## config.mk

```make
export PLATFORM = sky130hd
export DESIGN_NAME = mult_table_writer
export DESIGN_NICKNAME = d
export VERILOG_FILES = /design/src/rtl/mult_pkg.sv /design/src/rtl/shift_add_mul.sv /design/src/rtl/mult_table_writer.sv
export SDC_FILE = /design/constraint.sdc
export NUM_CORES = 1
export LEC_CHECK = 0
export CELL_PAD_IN_SITES_DETAIL_PLACEMENT = 1
export CELL_PAD_IN_SITES_GLOBAL_PLACEMENT = 2
export CORE_UTILIZATION = 38
export DETAILED_ROUTE_END_ITERATION = 8
export PLACE_DENSITY = 0.85
export SYNTH_ARGS = -nofsm -noshare
export SYNTH_HDL_FRONTEND = slang
export SYNTH_SLANG_ARGS = --single-unit
```

## constraint.sdc

```tcl
create_clock -name clk -period 4.7 [get_ports clk]
set_clock_uncertainty 0.2 [all_clocks]
set_input_delay 1.175 -clock clk [delete_from_list [all_inputs] [get_ports clk]]
set_output_delay 1.175 -clock clk [all_outputs]
set_load 0.05 [all_outputs]
```

## src/rtl/mult_pkg.sv

```systemverilog
// Shared widths and FSM state encoding for the product-table loader and its
// shift-add multiplier.
package mult_pkg;

  localparam int DEF_WA = 4;
  localparam int DEF_WB = 4;
  localparam int DEF_WC = DEF_WA + DEF_WB;
  localparam int DEF_AW = DEF_WA + DEF_WB;

  localparam int STATE_W = 3;

  localparam logic [STATE_W-1:0] IDLE   = 3'd0;
  localparam logic [STATE_W-1:0] LOAD   = 3'd1;
  localparam logic [STATE_W-1:0] MUL    = 3'd2;
  localparam logic [STATE_W-1:0] WRITE  = 3'd3;
  localparam logic [STATE_W-1:0] VERIFY = 3'd4;
  localparam logic [STATE_W-1:0] DONE   = 3'd5;

endpackage

```

## src/rtl/shift_add_mul.sv

```systemverilog
// Unsigned shift-add multiplier: load latches the operands, each step consumes
// one multiplier bit (LSB first); finished flags the step that is the last one.
module shift_add_mul
  import mult_pkg::*;
#(
  parameter int WA = DEF_WA,
  parameter int WB = DEF_WB
) (
  input  logic             clk,
  input  logic             rst,
  input  logic             load,
  input  logic             step,
  input  logic [WA-1:0]    a,
  input  logic [WB-1:0]    b,
  output logic [WA+WB-1:0] acc,
  output logic             finished
);

  localparam int WC = WA + WB;
  localparam int CW = $clog2(WB + 1);

  logic [WC-1:0] mcand;
  logic [WB-1:0] mplier;
  logic [CW-1:0] bitCnt;

  always_ff @(posedge clk or posedge rst) begin
    if (rst) begin
      mcand  <= '0;
      mplier <= '0;
      acc    <= '0;
      bitCnt <= '0;
    end else if (load) begin
      mcand  <= WC'(a);
      mplier <= b;
      acc    <= '0;
      bitCnt <= '0;
    end else if (step) begin
      // Shifting both operands replaces the variable A<<bitcnt with a fixed shift
      if (mplier[0]) acc <= acc + mcand;
      mcand  <= mcand << 1;
      mplier <= mplier >> 1;
      bitCnt <= bitCnt + CW'(1);
    end
  end

  assign finished = (bitCnt == CW'(WB - 1));

endmodule

```

## src/rtl/mult_table_writer.sv

```systemverilog
// Fills the product-lookup BRAM: for every address {A,B} writes A*B.
// Optional READBACK_VERIFY_EN adds a read-back sweep with sticky error capture.
module mult_table_writer
  import mult_pkg::*;
#(
  parameter int WA = DEF_WA,
  parameter int WB = DEF_WB
) (
  input  logic             clk,
  input  logic             rst,
  input  logic             start,
  output logic             busy,
  output logic             done,
  output logic             bram_we,
  output logic [WA+WB-1:0] bram_addr,
  output logic [WA+WB-1:0] bram_din
`ifdef READBACK_VERIFY_EN
  ,
  input  logic [WA+WB-1:0] bram_dout,
  output logic             err,
  output logic [WA+WB-1:0] err_addr
`endif
);

  localparam int WC = WA + WB;
  localparam int AW = WA + WB;

  logic [STATE_W-1:0] state;
  logic [AW-1:0]      addr;
  logic [WC-1:0]      mulAcc;
  logic               mulFinished;
  logic               lastAddr;

  assign lastAddr = (addr == '1);

  shift_add_mul #(.WA(WA), .WB(WB)) uMul (
    .clk      (clk),
    .rst      (rst),
    .load     (state == LOAD),
    .step     (state == MUL),
    .a        (addr[AW-1:WB]),
    .b        (addr[WB-1:0]),
    .acc      (mulAcc),
    .finished (mulFinished)
  );

`ifdef READBACK_VERIFY_EN
  logic [AW-1:0] rdAddr;
  logic          rdValid;
  logic          vLast;
  logic [WC-1:0] expProd;
  logic          mismatch;

  // BRAM read data lags the address by one cycle, so check against rdAddr
  assign expProd  = WC'(rdAddr[AW-1:WB]) * WC'(rdAddr[WB-1:0]);
  assign mismatch = rdValid && (bram_dout != expProd);
`endif

  always_ff @(posedge clk or posedge rst) begin
    if (rst) begin
      state <= IDLE;
      addr  <= '0;
`ifdef READBACK_VERIFY_EN
      rdAddr   <= '0;
      rdValid  <= 1'b0;
      vLast    <= 1'b0;
      err      <= 1'b0;
      err_addr <= '0;
`endif
    end else begin
      case (state)
        IDLE, DONE: begin
          if (start) begin
            state <= LOAD;
            addr  <= '0;
`ifdef READBACK_VERIFY_EN
            err      <= 1'b0;
            err_addr <= '0;
`endif
          end
        end
        LOAD: state <= MUL;
        MUL: begin
          if (mulFinished) state <= WRITE;
        end
        WRITE: begin
          if (lastAddr) begin
`ifdef READBACK_VERIFY_EN
            state   <= VERIFY;
            addr    <= '0;
            rdValid <= 1'b0;
            vLast   <= 1'b0;
`else
            state <= DONE;
`endif
          end else begin
            addr  <= addr + AW'(1);
            state <= LOAD;
          end
        end
`ifdef READBACK_VERIFY_EN
        VERIFY: begin
          // One extra cycle after the last address drains the final read
          rdAddr  <= addr;
          rdValid <= ~vLast;
          if (vLast)         state <= DONE;
          else if (lastAddr) vLast <= 1'b1;
          else               addr  <= addr + AW'(1);
          if (mismatch && !err) begin
            err      <= 1'b1;
            err_addr <= rdAddr;
          end
        end
`endif
        default: state <= IDLE;
      endcase
    end
  end

  assign busy      = (state == LOAD) || (state == MUL) || (state == WRITE);
  assign done      = (state == DONE);
  assign bram_we   = (state == WRITE);
  assign bram_addr = addr;
  assign bram_din  = mulAcc;

endmodule

```

# Word level (Yosys, flattened, before mapping)
# Index checks and enable logic that the tools add are counted.
# totals
ff_bits	34
inputBits	3
out_inout_bits	19
elab_cells	44
# classes
addsub	3
eq_ne	9
muxes	16
reduce_logical	10
# op_table
cell	count
8-bit two-way mux	7
8-bit case mux with 2 select lines	1
3-bit two-way mux	5
3-bit case mux with 4 select lines	1
3-bit by 2-bit == test with 1-bit output, second input constant	3
8-bit by 1-bit adder with 8-bit output, second input constant	1
8-bit adder	1
8-bit == test, second input constant	1
4-bit two-way mux	2
2-bit inequality test, second input constant	3
2-bit nonzero test	3
2-bit AND reduction	2
3-bit by 1-bit adder with 3-bit output, second input constant	1
3-bit by 1-bit == test with 1-bit output, second input constant	1
3-bit == test, second input constant	1
3-bit zero test	1
3-bit AND reduction	1
1-bit logical OR	2
2-bit OR reduction	1

# Logic depth before layout (Yosys ltp)
# Gate-level depths: netlist of the first run.
# depth
word_depth	4
depth_mapped	8
depth_no_buf	8

# By module
# From an unflattened synthesis of the first run, not the netlist that was laid out.
# unflattened
cells_unflattened	203
hier_area_um2	1999.4
# modules_own_cells
module	n_inst	cells_per_inst	area_each_um2	seq_area_each_um2
shift_add_mul	1	132	1303.8	575.6
mult_table_writer	1	71	695.7	275.3

# Worst setup path before layout of the first run
# No wires, ideal clock.
# synth_path
path_type	register to output
start	reg state[2]
end	out busy
arrival_time_ns	1.324
required_time_ns	3.325
setup_slack_ns	2.001
stages_incl_launch_ff	3
path_buffers	1
path_cell_list	dfrtp_1 clkbuf_1 nor2_1
# synth_via
elab_chain_len	3
elab_cells_between_ends	5
classes_between	eq/ne: 3; reduce/logical: 2
# synth_rtl
item	line	text
from (decl)	mult_table_writer.sv:28	logic [STATE_W-1:0] state;
from (signal assigned)	mult_table_writer.sv:61	state <= IDLE;
from (signal assigned)	mult_table_writer.sv:74	state <= LOAD;
from (signal assigned)	mult_table_writer.sv:82	LOAD: state <= MUL;
3-bit by 1-bit == test with 1-bit output / 3-bit by 2-bit == test with 1-bit output (equally long branches)	mult_table_writer.sv:120	assign busy = (state == LOAD) || (state == MUL) || (state == WRITE);
1-bit logical OR	mult_table_writer.sv:120	
1-bit logical OR *	mult_table_writer.sv:120	
to (decl)	mult_table_writer.sv:12	output logic busy,
# Mark *: on every way between the ends. The rest lies on a longest branch, timed or not.

# Worst setup path in the final report of the first run
# layout_path
start	reg state[2]
end	out bram_we
# layout_via
elab_chain_len	1
# layout_rtl
item	line	text
3-bit by 2-bit == test with 1-bit output	mult_table_writer.sv:122	assign bram_we = (state == WRITE);
to (decl)	mult_table_writer.sv:14	output logic bram_we,
# Every way passes these cells.

==> key figures, run 1 <==
Logic synthesis
  • Top-area cell type share of the netlist area: 43.4%
  • Avg Cell Area, Syn: 9.70 um2
  • Number of enable flip-flop cells after synthesis: 0
  • Unique masters post-synth: 52
  • Top FF cell, synth: dfrtp_1
  • Sequential area share after synthesis: 43.4%
  • Synth warn: 0
  • Post-synthesis instance total: 202
  • Post-Syn Nets: 216
  • Asr flop ratio synth: 100%
  • Syn Std Cell Area: 1960 um2
  • Dominant cell type by area after synthesis: dfrtp_1
  • Area contributors post-synth: dfrtp_1 43%, ha_1 6.4%, o21ai_0 5.6%
  • Synth Register Bits: 34

Power
  • Clock group share of total power: 17.7%
  • Leakage power: 1.07 nW
  • Net Sw Frac: 46.2%
  • Internal power consumption: 621 uW
  • Pwr Density: 503 nW/um2
  • Max VDD drop: 336 uV
  • Pwr Total: 1.16 mW
  • Seq pwr share: 38.1%
  • Logic pwr share: 44.2%
  • Total net switching power: 534 uW

Cells and area
  • Final nets: 239
  • Layout cell share with drive strength beyond 1: 8.00%
  • Area Growth Syn to Fin: 17.2%
  • # diodes: 0
  • Commonest non-fill, non-tap cells in the layout: 34 x dfrtp_1, 26 x nand2_1, 22 x o21ai_0
  • Layout Utilization: 47.4%
  • Commonest non-fill, non-tap cell in the layout: dfrtp_1
  • Final Non-Filler Cells: 292

Detailed routing
  • Vias per Instance: 5.73
  • Detailed Route Iter0 Violations: 72
  • Routed len/inst: 18.2 um
  • Routed vias: 1673
  • Final wirelength: 5310 um
  • DRT antenna net count: 0
  • First-pass DRT Iterations: 4
  • DRC: 0

Worst setup path
  • WS Path Type: register to output pin
  • Critical path's slowest cell: clkdlybuf4s50_1
  • CP Max Fanout: 15
  • CP arrival: 2240 ps
  • CP endpoint kind: output pin
  • Bufs and invs on worst path: 2
  • R2R Path Start: uMul.mcand[0]
  • Critical R2R Capture: uMul.acc[6]
  • Worst path cell trace: nor2b_4 -> nand2_4 -> clkinv_4 -> clkdlybuf4s50_1
  • Largest stage delay on the critical path: 800 ps
  • CP startpoint: state[2]
  • Crit-path leading delay family: buffers and inverters
  • Startpoint Class: register
  • Worst-case reg-to-reg path depth: 8
  • Worst reg-to-reg setup slack: 2470 ps
  • Critical Path RT: 3320 ps

Clock network
  • Hold-fix buffers at CTS: 0
  • Clock slew at reported path FFs: 70 ps
  • Clock Tree Buf Depth: 2
  • Clock sinks: 34
  • Post-CTS Setup Bufs: 0
  • Clock buffer count from CTS: 5
  • Worst skew pair latency: 290 ps
  • CTS root buf: clkbuf_8
  • CTS tree: built
  • Resize count post-CTS: 0
  • Number of H-tree levels: 2

Die
  • Placeable core area: 4850 um2
  • Cell Rows: 25
  • Die height: 73.8 um
  • Initial core utilization: 40.4%
  • Die W: 73.8 um
  • Die area: 5450 um2
  • I/O pins: 22

STA
  • Maximum clock rate: 277 MHz
  • Max-Slew Margin vs Limit: 64.5%
  • Slew Limit Fails: 0
  • Ratio of final minimum period to clock period: 76.8%
  • Tmin final: 3610 ps
  • Setup TNS: 0 ps
  • Unrepaired setup endpoints after global routing: false
  • Final setup viols: 0
  • Hold Slack: 316 ps
  • Least-Margin Pin Slew: 533 ps
  • Final hold vios: 0

Placement
  • Placed Cells: 285
  • GP Congestion: 0.794
  • PortBufs: 21
  • Post-DP HPWL: 3920 um

Global routing
  • GRT Residual Overflow: 0
  • First-pass GRT wire length: 9230 um
  • Vias in the first global route: 1808
  • Initial antenna violation count: 0
  • Largest net degree at the start of global routing: 35
  • GRT Total Usage: 22.8%

Run status
  • Run status: finished, final reports clean

Run
  • Max-Cap Viols: 0

Min path
  • Hold Crit Class: register to register
  • Hold Path Cell Cnt: 2
  • Hold path endpoint: uMul.bitCnt[2]
  • Worst Hold Launch: uMul.bitCnt[2]
[state kept, by name (all words and copies together) (netlist names)]
| register | cells |
|---|---|
| uMul.mcand | 8 |
| uMul.bitCnt | 3 |
| state | 3 |
| bram_addr | 8 |
| uMul.acc | 8 |
| uMul.mplier | 4 |
[power by group through the flow]
stage	combinational [mW]	sequential (mW)	clock (mW)
global route	0.561	0.452	0.225
detailed placement	0.513	0.444	0
finish	0.511	0.440	0.204
floorplan	0.338	0.474	0
global placement	0.485	0.437	0
CTS	0.515	0.439	0.211
[per-layer routing]
layer / track usage [%] / share of wire, % / routed length (um) / vias up
met2: 40.6 / 54 / 2840 / 40
met5: 0 / 0 / 0 / -
met1: 27.2 / 42 / 2230 / 848
met4: 7.91 / 1.1 / 61 / 0
li1: - / - / - / 779
met3: 4.25 / 3.3 / 176 / 6
[worst reg2reg max path: stages (launching register included)]
cell and delay [ps]:
dfrtp_1 400, ha_1 220, inv_1 70, fa_1 410, nor2b_1 170, o31a_1 170
o21ai_0 100, mux2i_1 220, o311ai_1 150
[logic make-up (layout without fill, tap and decap cells)]
kind of cell / count (synthesis) / count (layout) / synth area share [%]
AOI/OAI and AO/OA: 73 / 73 / 25.7
xor gates and xnor gates: 4 / 4 / 1.79
adders and majority gates: 11 / 11 / 7.41
buffers and inverters: 17 / 40 / 4.53
DFF: 34 / 34 / 43.4
muxes: 2 / 2 / 1.02
and+or+nand+nor: 61 / 61 / 16.2
[worst max-delay path by stage]
| stage | endpoint | slack, ps | cells after the start |
|---|---|---|---|
| 2_1_floorplan | busy | 2000 | 2 |
| 3_3_place_gp | done | 1440 | 4 |
| 3_5_place_dp | bram_we | 1400 | 4 |
| 4_1_cts | bram_we | 1080 | 4 |
| 5_1_grt | done | 950 | 4 |
| 6_report | bram_we | 1090 | 4 |
[metrics by stage]
stage,setup slack [ps],area [um2]
5_1_grt,947,2300
3_3_place_gp,1440,2220
6_report,1090,2300
3_5_place_dp,1400,2220
4_1_cts,1080,2300
2_1_floorplan,2000,1960
[final cells by class]
cell class	count	area, um2
multi-input cells	151	1020
clock buffers	5	68.8
repair buffers	22	218
inverters	11	46.3
fillers	564	2550
flip-flops and latches	34	851
clock inverters	2	10.0
well taps	67	83.8
[Yosys cell counts, types with 2 or more instances]
cell type  instances
nor2b_1            2
nand3_1            5
clkbuf_1           2
a211oi_1           3
dfrtp_1           34
a211o_1            2
o21ai_0           22
nor2_1            10
a22oi_1           13
a22o_1             6
buf_6              2
nand2_1           26
xnor2_1            2
mux2i_1            2
o21a_1             2
inv_1              9
and3_1             3
xor2_1             2
nand3b_1           2
a21o_1             3
o21ai_1            2
nor3_1             2
a21oi_1            8
ha_1              10
No activity file was read; power rests on OpenSTA's default activity.
==> inputs of run 2 (changes only) <==
--- a/config.mk
+++ b/config.mk
@@ -7,9 +7,9 @@
 export LEC_CHECK = 0
 export CELL_PAD_IN_SITES_DETAIL_PLACEMENT = 1
 export CELL_PAD_IN_SITES_GLOBAL_PLACEMENT = 2
-export CORE_UTILIZATION = 38
+export CORE_UTILIZATION = 32
 export DETAILED_ROUTE_END_ITERATION = 8
-export PLACE_DENSITY = 0.85
+export PLACE_DENSITY = 0.76
 export SYNTH_ARGS = -nofsm -noshare
 export SYNTH_HDL_FRONTEND = slang
 export SYNTH_SLANG_ARGS = --single-unit
==> constraint.sdc (replaced) <==
create_clock -name clk -period 3.09 [get_ports clk]
set_clock_uncertainty 0.2 [all_clocks]
set_input_delay 0.7725 -clock clk [delete_from_list [all_inputs] [get_ports clk]]
set_output_delay 0.7725 -clock clk [all_outputs]
set_load 0.05 [all_outputs]
==> run 2 against run 1 <==
Against the previous run:
- largest power group unchanged
- count of clock-buffer cells in the layout unchanged
- non-clock buffer count grew 2
- first-iteration DRC count shrank 25%
- combinational power is 55% higher
- hold slack worse by 8.4 ps
- largest cell class unchanged
==> key figures, run 2 (synthesis gave the netlist of run 1 again) <==
Worst setup path
  • CP Max Fanout: 9
  • Worst reg-to-reg setup slack: 950 ps
  • WS Path Type: register to output pin
  • Critical path's slowest cell: clkdlybuf4s50_1
  • Crit-path leading delay family: buffers and inverters
  • Critical R2R Capture: uMul.acc[6]
  • Critical Path RT: 2120 ps
  • CP arrival: 1850 ps
  • R2R Path Start: uMul.acc[0]
  • Bufs and invs on worst path: 1
  • Cell mode on critical path: nor2_1
  • Worst path cell trace: nor2_1 -> nor2_1 -> clkdlybuf4s50_1
  • CP endpoint kind: output pin
  • Largest stage delay on the critical path: 810 ps
  • Worst-case reg-to-reg path depth: 8
  • Startpoint Class: register

Cells and area
  • Commonest non-fill, non-tap cells in the layout: 34 x dfrtp_1, 26 x nand2_1, 22 x o21ai_0
  • Multi-input gate area in the final layout: 1020 um2
  • Register cell area after layout: 851 um2
  • Final nets: 241
  • Area Growth Syn to Fin: 18.3%
  • Fillers: 692
  • # diodes: 0
  • Commonest non-fill, non-tap cell in the layout: dfrtp_1
  • Layout cell share with drive strength beyond 1: 9.69%

Detailed routing
  • Vias per Instance: 5.32
  • Routed len/inst: 16.2 um
  • DRC: 0
  • Detailed Route Iter0 Violations: 54
  • Routed vias: 1608
  • First-pass DRT Iterations: 4
  • DRT antenna net count: 0
  • Final wirelength: 4890 um

Min path
  • Hold path endpoint: uMul.mplier[2]
  • Worst Hold Launch: uMul.mplier[2]
  • Hold Crit Class: register to register
  • Hold Path Cell Cnt: 2

Die
  • Cell Rows: 28
  • Initial core utilization: 33.1%
  • Placeable core area: 5920 um2
  • Die height: 80.3 um
  • Die area: 6440 um2
  • Die W: 80.3 um
  • I/O pins: 22

Power
  • Pwr Density: 757 nW/um2
  • Leakage power: 1.08 nW
  • Pwr Total: 1.75 mW
  • Max VDD drop: 477 uV

STA
  • Slew Limit Fails: 0
  • Final hold vios: 0
  • Maximum clock rate: 354 MHz
  • Final setup viols: 0
  • Ratio of final minimum period to clock period: 91.4%
  • Unrepaired setup endpoints after global routing: false
  • Least-Margin Pin Slew: 500 ps
  • Final WS setup: 266 ps
  • Tmin final: 2820 ps
  • Setup TNS: 0 ps
  • Max-Slew Margin vs Limit: 66.5%

Clock network
  • Resize count post-CTS: 0
  • Post-CTS Setup Bufs: 0
  • CTS tree: built
  • Number of H-tree levels: 2
  • Clock sinks: 34
  • Clock Tree Buf Depth: 2
  • CTS root buf: clkbuf_8
  • Hold-fix buffers at CTS: 0
  • Clock slew at reported path FFs: 70 ps
  • Worst skew pair latency: 280 ps
  • Clock buffer count from CTS: 5

Placement
  • PortBufs: 21
  • Post-DP HPWL: 3460 um
  • GP Congestion: 0.706
  • Setup WS pre-CTS: 589 ps

Run
  • Max-Cap Viols: 0

Run status
  • Run status: finished, final reports clean

Global routing
  • Initial antenna violation count: 0
  • Largest net degree at the start of global routing: 35
  • First-pass GRT wire length: 8160 um
  • Vias in the first global route: 1650
  • GRT Residual Overflow: 0
  • GRT Total Usage: 16.9%
-- run 2: cell count changes in the layout (fill, tap and decap cells not counted), sizes merged --
| cell | previous run | this run |
|---|---|---|
| clkdlybuf4s50 | 21 | 19 |
| buf | 1 | 5 |
-- run 2: worst max path at each step --
stage / start / endpoint / slack (ps) / cells past startpoint
final: state[1] / busy / 270 / 3
after global routing: state[1] / busy / 140 / 3
after CTS: state[1] / busy / 270 / 3
after detailed placement: state[1] / busy / 590 / 3
after global placement: state[1] / busy / 640 / 3
after floorplan: state[2] / busy / 790 / 2
-- run 2: stage by stage --
stage,hold WS (ps),util (%),std cells,area (um2)
floorplan,251,-,202,1960
global placement,268,37.8,295,2240
detailed placement,282,37.8,295,2240
CTS,306,39.1,302,2320
global route,327,39.1,302,2320
finish,308,39.1,302,2320
-- run 2: tightest hold or removal path: cells and delay by family, from the launching register on --
family,cells,cell delay (ps)
flops,1,350
compound gates,1,70
simple gates,1,50
-- run 2: layout make-up --
class,instances,area share (%)
multi-input cells,151,44.0
flip-flops and latches,34,36.7
repair buffers,24,9.83
well taps,75,4.05
clock buffers,5,2.97
inverters,11,2.00
clock inverters,2,0.432
-- run 2: power breakdown --
part / leakage [nW] / switching [mW] / internal (mW) / total [mW]
logic: 0.577 / 0.528 / 0.266 / 0.793
clock network: 0.0438 / 0.167 / 0.151 / 0.318
registers: 0.458 / 0.109 / 0.533 / 0.642
-- run 2: metal layers --
metal / routed length, um / global-route usage (%)
met4: 46 / 4.82
met5: 0 / 0
met3: 117 / 3.41
met1: 2400 / 21.2
met2: 2330 / 29.1
